File: src/rtl/imem_arb_pkg.sv
// Shared types and helpers for the instruction-memory fetch/loader arbiter.
package imem_arb_pkg;

   typedef enum logic [1:0] {
      IDLE    = 2'd0,
      RD_WAIT = 2'd1,
      LOAD    = 2'd2
   } arb_state_e;

   localparam int MEM_LAT_MIN = 1;
   localparam int MEM_LAT_MAX = 4;
   localparam int ADDR_MAX_W  = 64;

   // Byte address to word address at a generous width; callers truncate to their port width.
   function automatic logic [ADDR_MAX_W-1:0] word_addr(input logic [ADDR_MAX_W-1:0] byte_addr);
      return byte_addr >> 2;
   endfunction

endpackage

File: src/rtl/imem_lat_counter.sv
// Loadable down-counter that tracks the remaining read latency; done_o marks
// the completion cycle (count at zero).
module imem_lat_counter
   import imem_arb_pkg::*;
#(
   parameter int W = 1
) (
   input  logic         clk,
   input  logic         rst,
   input  logic         load_i,
   input  logic [W-1:0] load_val_i,
   input  logic         dec_i,
   output logic         done_o
);

   logic [W-1:0] cnt_q, cnt_d;

   always_comb begin
      cnt_d = cnt_q;
      if (load_i) begin
         cnt_d = load_val_i;
      end else if (dec_i && (cnt_q != '0)) begin
         cnt_d = cnt_q - W'(1);
      end
   end

   // NOTE: sequential state uses non-blocking assignments so every flop samples pre-edge values.
   always_ff @(posedge clk or negedge rst) begin
      if (!rst) begin
         cnt_q <= '0;
      end else begin
         cnt_q <= cnt_d;
      end
   end

   assign done_o = (cnt_q == '0);

endmodule

File: src/rtl/imem_fetch_arbiter.sv
// Arbitrates the single-ported instruction memory between fetch reads and loader writes.
// Optional stall-cycle counter is built when IMEM_ARB_PERF_EN is defined.
module imem_fetch_arbiter
   import imem_arb_pkg::*;
#(
   parameter int ADDR_W  = 32,
   parameter int DATA_W  = 32,
   parameter int MEM_LAT = 1
) (
   input  logic              clk,
   input  logic              rst,
   input  logic              fetch_req,
   input  logic [ADDR_W-1:0] fetch_addr,
   input  logic              fetch_flush,
   output logic              fetch_ready,
   output logic              fetch_rvalid,
   output logic [DATA_W-1:0] fetch_rdata,
   output logic              stall_f,
   input  logic              ld_active,
   input  logic              ld_valid,
   input  logic [ADDR_W-1:0] ld_addr,
   input  logic [DATA_W-1:0] ld_data,
   output logic              ld_ready,
   output logic              mem_en,
   output logic              mem_we,
   output logic [ADDR_W-3:0] mem_addr,
   output logic [DATA_W-1:0] mem_wdata,
   input  logic [DATA_W-1:0] mem_rdata,
   output logic [31:0]       stall_cycles
);

   localparam int CNT_W = $clog2(MEM_LAT) + 1;

   if (MEM_LAT < MEM_LAT_MIN || MEM_LAT > MEM_LAT_MAX) begin : g_lat_check
      $error("imem_fetch_arbiter: MEM_LAT outside legal range");
   end

   arb_state_e        state_q, state_d;
   logic              kill_q, kill_d;
   logic              issue, ld_beat, rvalid, ld_rdy, cnt_dec, cnt_done;
   logic [ADDR_W-3:0] fetch_word, ld_word;

   assign fetch_word = (ADDR_W-2)'(word_addr(ADDR_MAX_W'(fetch_addr)));
   assign ld_word    = (ADDR_W-2)'(word_addr(ADDR_MAX_W'(ld_addr)));

   imem_lat_counter #(.W(CNT_W)) u_lat_cnt (
      .clk        (clk),
      .rst        (rst),
      .load_i     (issue),
      .load_val_i (CNT_W'(MEM_LAT - 1)),
      .dec_i      (cnt_dec),
      .done_o     (cnt_done)
   );

   // NOTE: every signal written here gets a default first, so no path can infer a latch.
   always_comb begin
      state_d = state_q;
      kill_d  = kill_q;
      issue   = 1'b0;
      ld_beat = 1'b0;
      rvalid  = 1'b0;
      ld_rdy  = 1'b0;
      cnt_dec = 1'b0;
      unique case (state_q)
         IDLE: begin
            if (ld_active) begin
               state_d = LOAD;
            end else if (fetch_req) begin
               issue   = 1'b1;
               state_d = RD_WAIT;
            end
         end
         RD_WAIT: begin
            if (cnt_done) begin
               // A flush on the completion cycle drops this response but not a read issued now.
               rvalid = ~kill_q & ~fetch_flush;
               kill_d = 1'b0;
               if (!ld_active && fetch_req) begin
                  issue = 1'b1;
               end else if (ld_active) begin
                  state_d = LOAD;
               end else begin
                  state_d = IDLE;
               end
            end else begin
               cnt_dec = 1'b1;
               if (fetch_flush) kill_d = 1'b1;
            end
         end
         LOAD: begin
            ld_rdy  = 1'b1;
            ld_beat = ld_valid;
            if (!ld_active && !ld_valid) state_d = IDLE;
         end
         default: state_d = IDLE;
      endcase
   end

   always_ff @(posedge clk or negedge rst) begin
      if (!rst) begin
         state_q <= IDLE;
         kill_q  <= 1'b0;
      end else begin
         state_q <= state_d;
         kill_q  <= kill_d;
      end
   end

   // Outputs are forced low for the whole time reset is asserted.
   assign fetch_ready  = rst & issue;
   assign fetch_rvalid = rst & rvalid;
   assign fetch_rdata  = fetch_rvalid ? mem_rdata : '0;
   assign stall_f      = rst & fetch_req & ~issue;
   assign ld_ready     = rst & ld_rdy;
   assign mem_en       = rst & (issue | ld_beat);
   assign mem_we       = rst & ld_beat;
   assign mem_addr     = !rst ? '0 : (ld_beat ? ld_word : fetch_word);
   assign mem_wdata    = (rst && ld_beat) ? ld_data : '0;

`ifdef IMEM_ARB_PERF_EN
   logic [31:0] stall_cnt_q;

   always_ff @(posedge clk or negedge rst) begin
      if (!rst) begin
         stall_cnt_q <= '0;
      end else if (stall_f && (stall_cnt_q != '1)) begin
         stall_cnt_q <= stall_cnt_q + 32'd1;
      end
   end

   assign stall_cycles = stall_cnt_q;
`else
   assign stall_cycles = '0;
`endif

endmodule

File: config.mk
export PLATFORM = sky130hd
export DESIGN_NAME = imem_fetch_arbiter
export DESIGN_NICKNAME = d
export VERILOG_FILES = /design/src/rtl/imem_arb_pkg.sv /design/src/rtl/imem_lat_counter.sv /design/src/rtl/imem_fetch_arbiter.sv
export SDC_FILE = /design/constraint.sdc
export NUM_CORES = 1
export LEC_CHECK = 0
export BUFFER_PORTS_ARGS = -buffer_cell sky130_fd_sc_hd__buf_2
export CORE_AREA = 4 4 102 104
export DETAILED_ROUTE_END_ITERATION = 8
export DIE_AREA = 0 0 106 108
export GPL_ROUTABILITY_DRIVEN = 0
export HOLD_SLACK_MARGIN = 0.08
export PLACE_DENSITY_LB_ADDON = 0.2
export SYNTH_ARGS = -nofsm -noshare
export SYNTH_HDL_FRONTEND = slang
export SYNTH_HIERARCHICAL = 1
export SYNTH_SLANG_ARGS = --single-unit
File: constraint.sdc
create_clock -name clk -period 1.55 [get_ports clk]
set_input_delay 0.155 -clock clk [delete_from_list [all_inputs] [get_ports clk]]
set_output_delay 0.155 -clock clk [all_outputs]
set_load 0.005 [all_outputs]
==> flow_metrics.tcl <==
set metrics [dict create \
    ios 266 \
    finClkSkew_ns 0.00537 \
    die_x_um 106 \
    antennaDiodeCount 0 \
    drt_iter0_markers 94 \
    cpPeakStageDelay_ns 0.47 \
    ys.flop_type "dfrtp_1" \
    seq_area_frac_synth_pct 5.51 \
    cts.path.max_buffers 2 \
    vias 2467 \
    grt_max_degree 40 \
    cp_max_fo 8 \
    max_cap_viol_count 0 \
    synth.yosys.warnings 6 \
    synth_cells 269 \
    power.leakage_nw 2.15 \
    drt-total-wl_um 7870 \
    fin_setup_tns_ns -4.81 \
    drc 0 \
    synth-async-reset-ratio_pct 100 \
    final_hold_viol_count 0 \
    syn_to_final_growth_pct 97.8 \
    drtAntennaViolNets 0 \
    worst_skew_pair.late_latency_ns 0.22 \
    worstHoldPathType "in2reg" \
    crit_type "reg2out" \
    cts_buffers 3 \
    place_inst 617 \
    drive_above_1_share_pct 64.1 \
    cp_data_arrival_time_ns 1.51 \
    status "complete, but fails checks" \
    fillers 1023 \
    crit_chain "or3b_4 > clkbuf_16 > nor3_4 > buf_2" \
    stdcell_count 634 \
    grt_pass1_wl_um 10400 \
    crit_path_top_delay_cell "or3b_4" \
    cts_tree "done" \
    grt_overflow_total 0 \
    io_buffers 229 \
    start_util_pct 19.0 \
    cts.clk_slew.worst_paths_ns 0.03 \
    fin_ws_ns -0.111 \
    power_density_mw_per_mm2 410 \
    peakVddDrop_uv 197 \
    dr.pass1.iters 4 \
    yosys.area.top_type "mux2i_1" \
    finalCriticalPeriod_ns 1.66 \
    yosysTopAreaCellShare_pct 16.5 \
    min_to "state_q[0]$_DFFE_PN0P_" \
    startpoint_type "register" \
    synth_edf_count 0 \
    h-tree-depth 1 \
    grt_pass1_vias 2261 \
    grt_util_all_layers_pct 10.9 \
    ys_types 27 \
    required_ns 1.39 \
    post_drt_via_cell_ratio 3.89 \
    synth_area_leaders "mux2i_1 17%, nor3_2 16%, buf_4 15%, nand2_1 13%, and2_1 11%" \
    core-area_mm2 0.00955 \
    ys_seq_elements 4 \
    antenna_found_initial 0 \
    reg2reg_from "state_q[0]$_DFFE_PN0P_" \
    avgSynthCellArea_um2 6.75 \
    synth.cells.most_frequent "63 x nand2_1, 36 x buf_4, 33 x and2_1" \
    dp_hpwl_um 5780 \
    cp-end-kind "output pin" \
    min_period_over_period_pct 107 \
    final_nets 637 \
    synth_area_mm2 0.00182 \
    reg2reg_depth 5 \
    cts_root_buf "clkbuf_8" \
    num_rows 36 \
    rsz0062_at_grt "yes" \
    die_h_um 108 \
    synth_most_common_cell "nand2_1" \
    multi_input_area_mm2 0.00148 \
    slew_violations 0 \
    reg2reg_to "u_lat_cnt/cnt_q$_DFFE_PN0P_" \
    die_area_mm2 0.0114 \
    wl_per_cell_um 12.4 \
    setup_viol 89 \
    violations "setup timing" \
    numClockSinks 4 \
    hold_depth 3 \
    max_freq_ghz 0.602 \
    hp-start "fetch_req" \
    r2r_slack_ns 0.22 \
    seqCellArea_um2 101 \
]
-- metal layers --
metal | up-vias | GRT usage (%) | share of wire (%)
met2 | 135 | 21.3 | 56
met1 | 1086 | 11.8 | 34
met4 | 0 | 1.67 | 0.39
li1 | 1244 | - | -
met5 | - | 0 | 0
met3 | 2 | 3.22 | 9.5
-- critical path, delay by kind of cell, from the launching register on --
kind	cells	cell delay [ns]
buffers and inverters	2	0.34
flip-flops	1	0.36
AND/OR/NAND/NOR	2	0.58
-- cell families (layout without fill, tap and decap cells) --
group | after synthesis | after routing | synth area share [%]
multiplexers | 30 | 30 | 16.5
other | 1 | 33 | 0.206
AO/OA/AOI/OAI | 7 | 7 | 2.75
flip-flops | 4 | 4 | 5.51
AND/OR/NAND/NOR | 140 | 140 | 46.4
buffers and inverters | 87 | 287 | 28.6
-- layout by cell type, fill, tap and decap left out, types with 5 or more instances in the layout --
cell type  netlist  final
nor3_2          29     21
nand2_1         63     63
and2_1          33      6
buf_2            4    202
mux2i_1         30     29
nor3_4           0     11
buf_6            7     29
buf_12           0      5
and2_4           0     27
buf_4           36      7
conb_1           1     33
inv_1           32     32
-- area by class of cell --
cell class / instances / area share (%)
Tap cell: 133 / 4.63
Clock buffer: 3 / 1.15
Inverter: 33 / 3.45
Timing Repair Buffer: 251 / 46.8
Multi-Input combinational cell: 210 / 41.1
Sequential cell: 4 / 2.82
-- power by group --
part / internal [mW] / switching (mW)
sequential: 0.134 / 0.0189
clock: 0.166 / 0.0555
combinational: 0.606 / 0.494
-- state kept, by name, summed over array words and instances (netlist names) --
name and count:
u_lat_cnt/cnt_q 1, kill_q 1, state_q 2
-- timing repair --
action | CTS | global route
hold buffers | 1 | 0
hold endpoints to repair | 4 | 0
endpoints found under the setup margin | 95 | 98
gates resized for setup | 9 | 67
pin swaps | 1 | 8
buffers inserted | 3 | 2
cloned | 3 | 5
-- metrics by stage --
step                      hold WS, ns  instance area, µm²  worst slack, ns  utilization [%]  power [mW]
final                           0.224                3590           -0.111             37.6        1.47
after global routing            0.242                3590           -0.176             37.6        1.59
after CTS                       0.219                3150           -0.107             33.0        1.29
after detailed placement        0.262                2970           0.0855             31.1       0.948
after global placement          0.263                2970           0.0965             31.1       0.937
after floorplan                -0.141                1940            0.269                -       0.675
-- worst max-delay path by stage --
stage	from	endpoint	slack, ns
final	kill_q$_DFFE_PN0P_	fetch_rdata[29]	-0.11
after global routing	state_q[1]$_DFFE_PN0P_	mem_addr[5]	-0.18
after CTS	state_q[0]$_DFFE_PN0P_	mem_addr[7]	-0.11
after detailed placement	state_q[0]$_DFFE_PN0P_	mem_addr[27]	0.09
after global placement	state_q[0]$_DFFE_PN0P_	mem_addr[1]	0.1
after floorplan	state_q[1]$_DFFE_PN0P_	fetch_rdata[10]	0.27
Note: power is estimated with default switching activity, not from simulation.
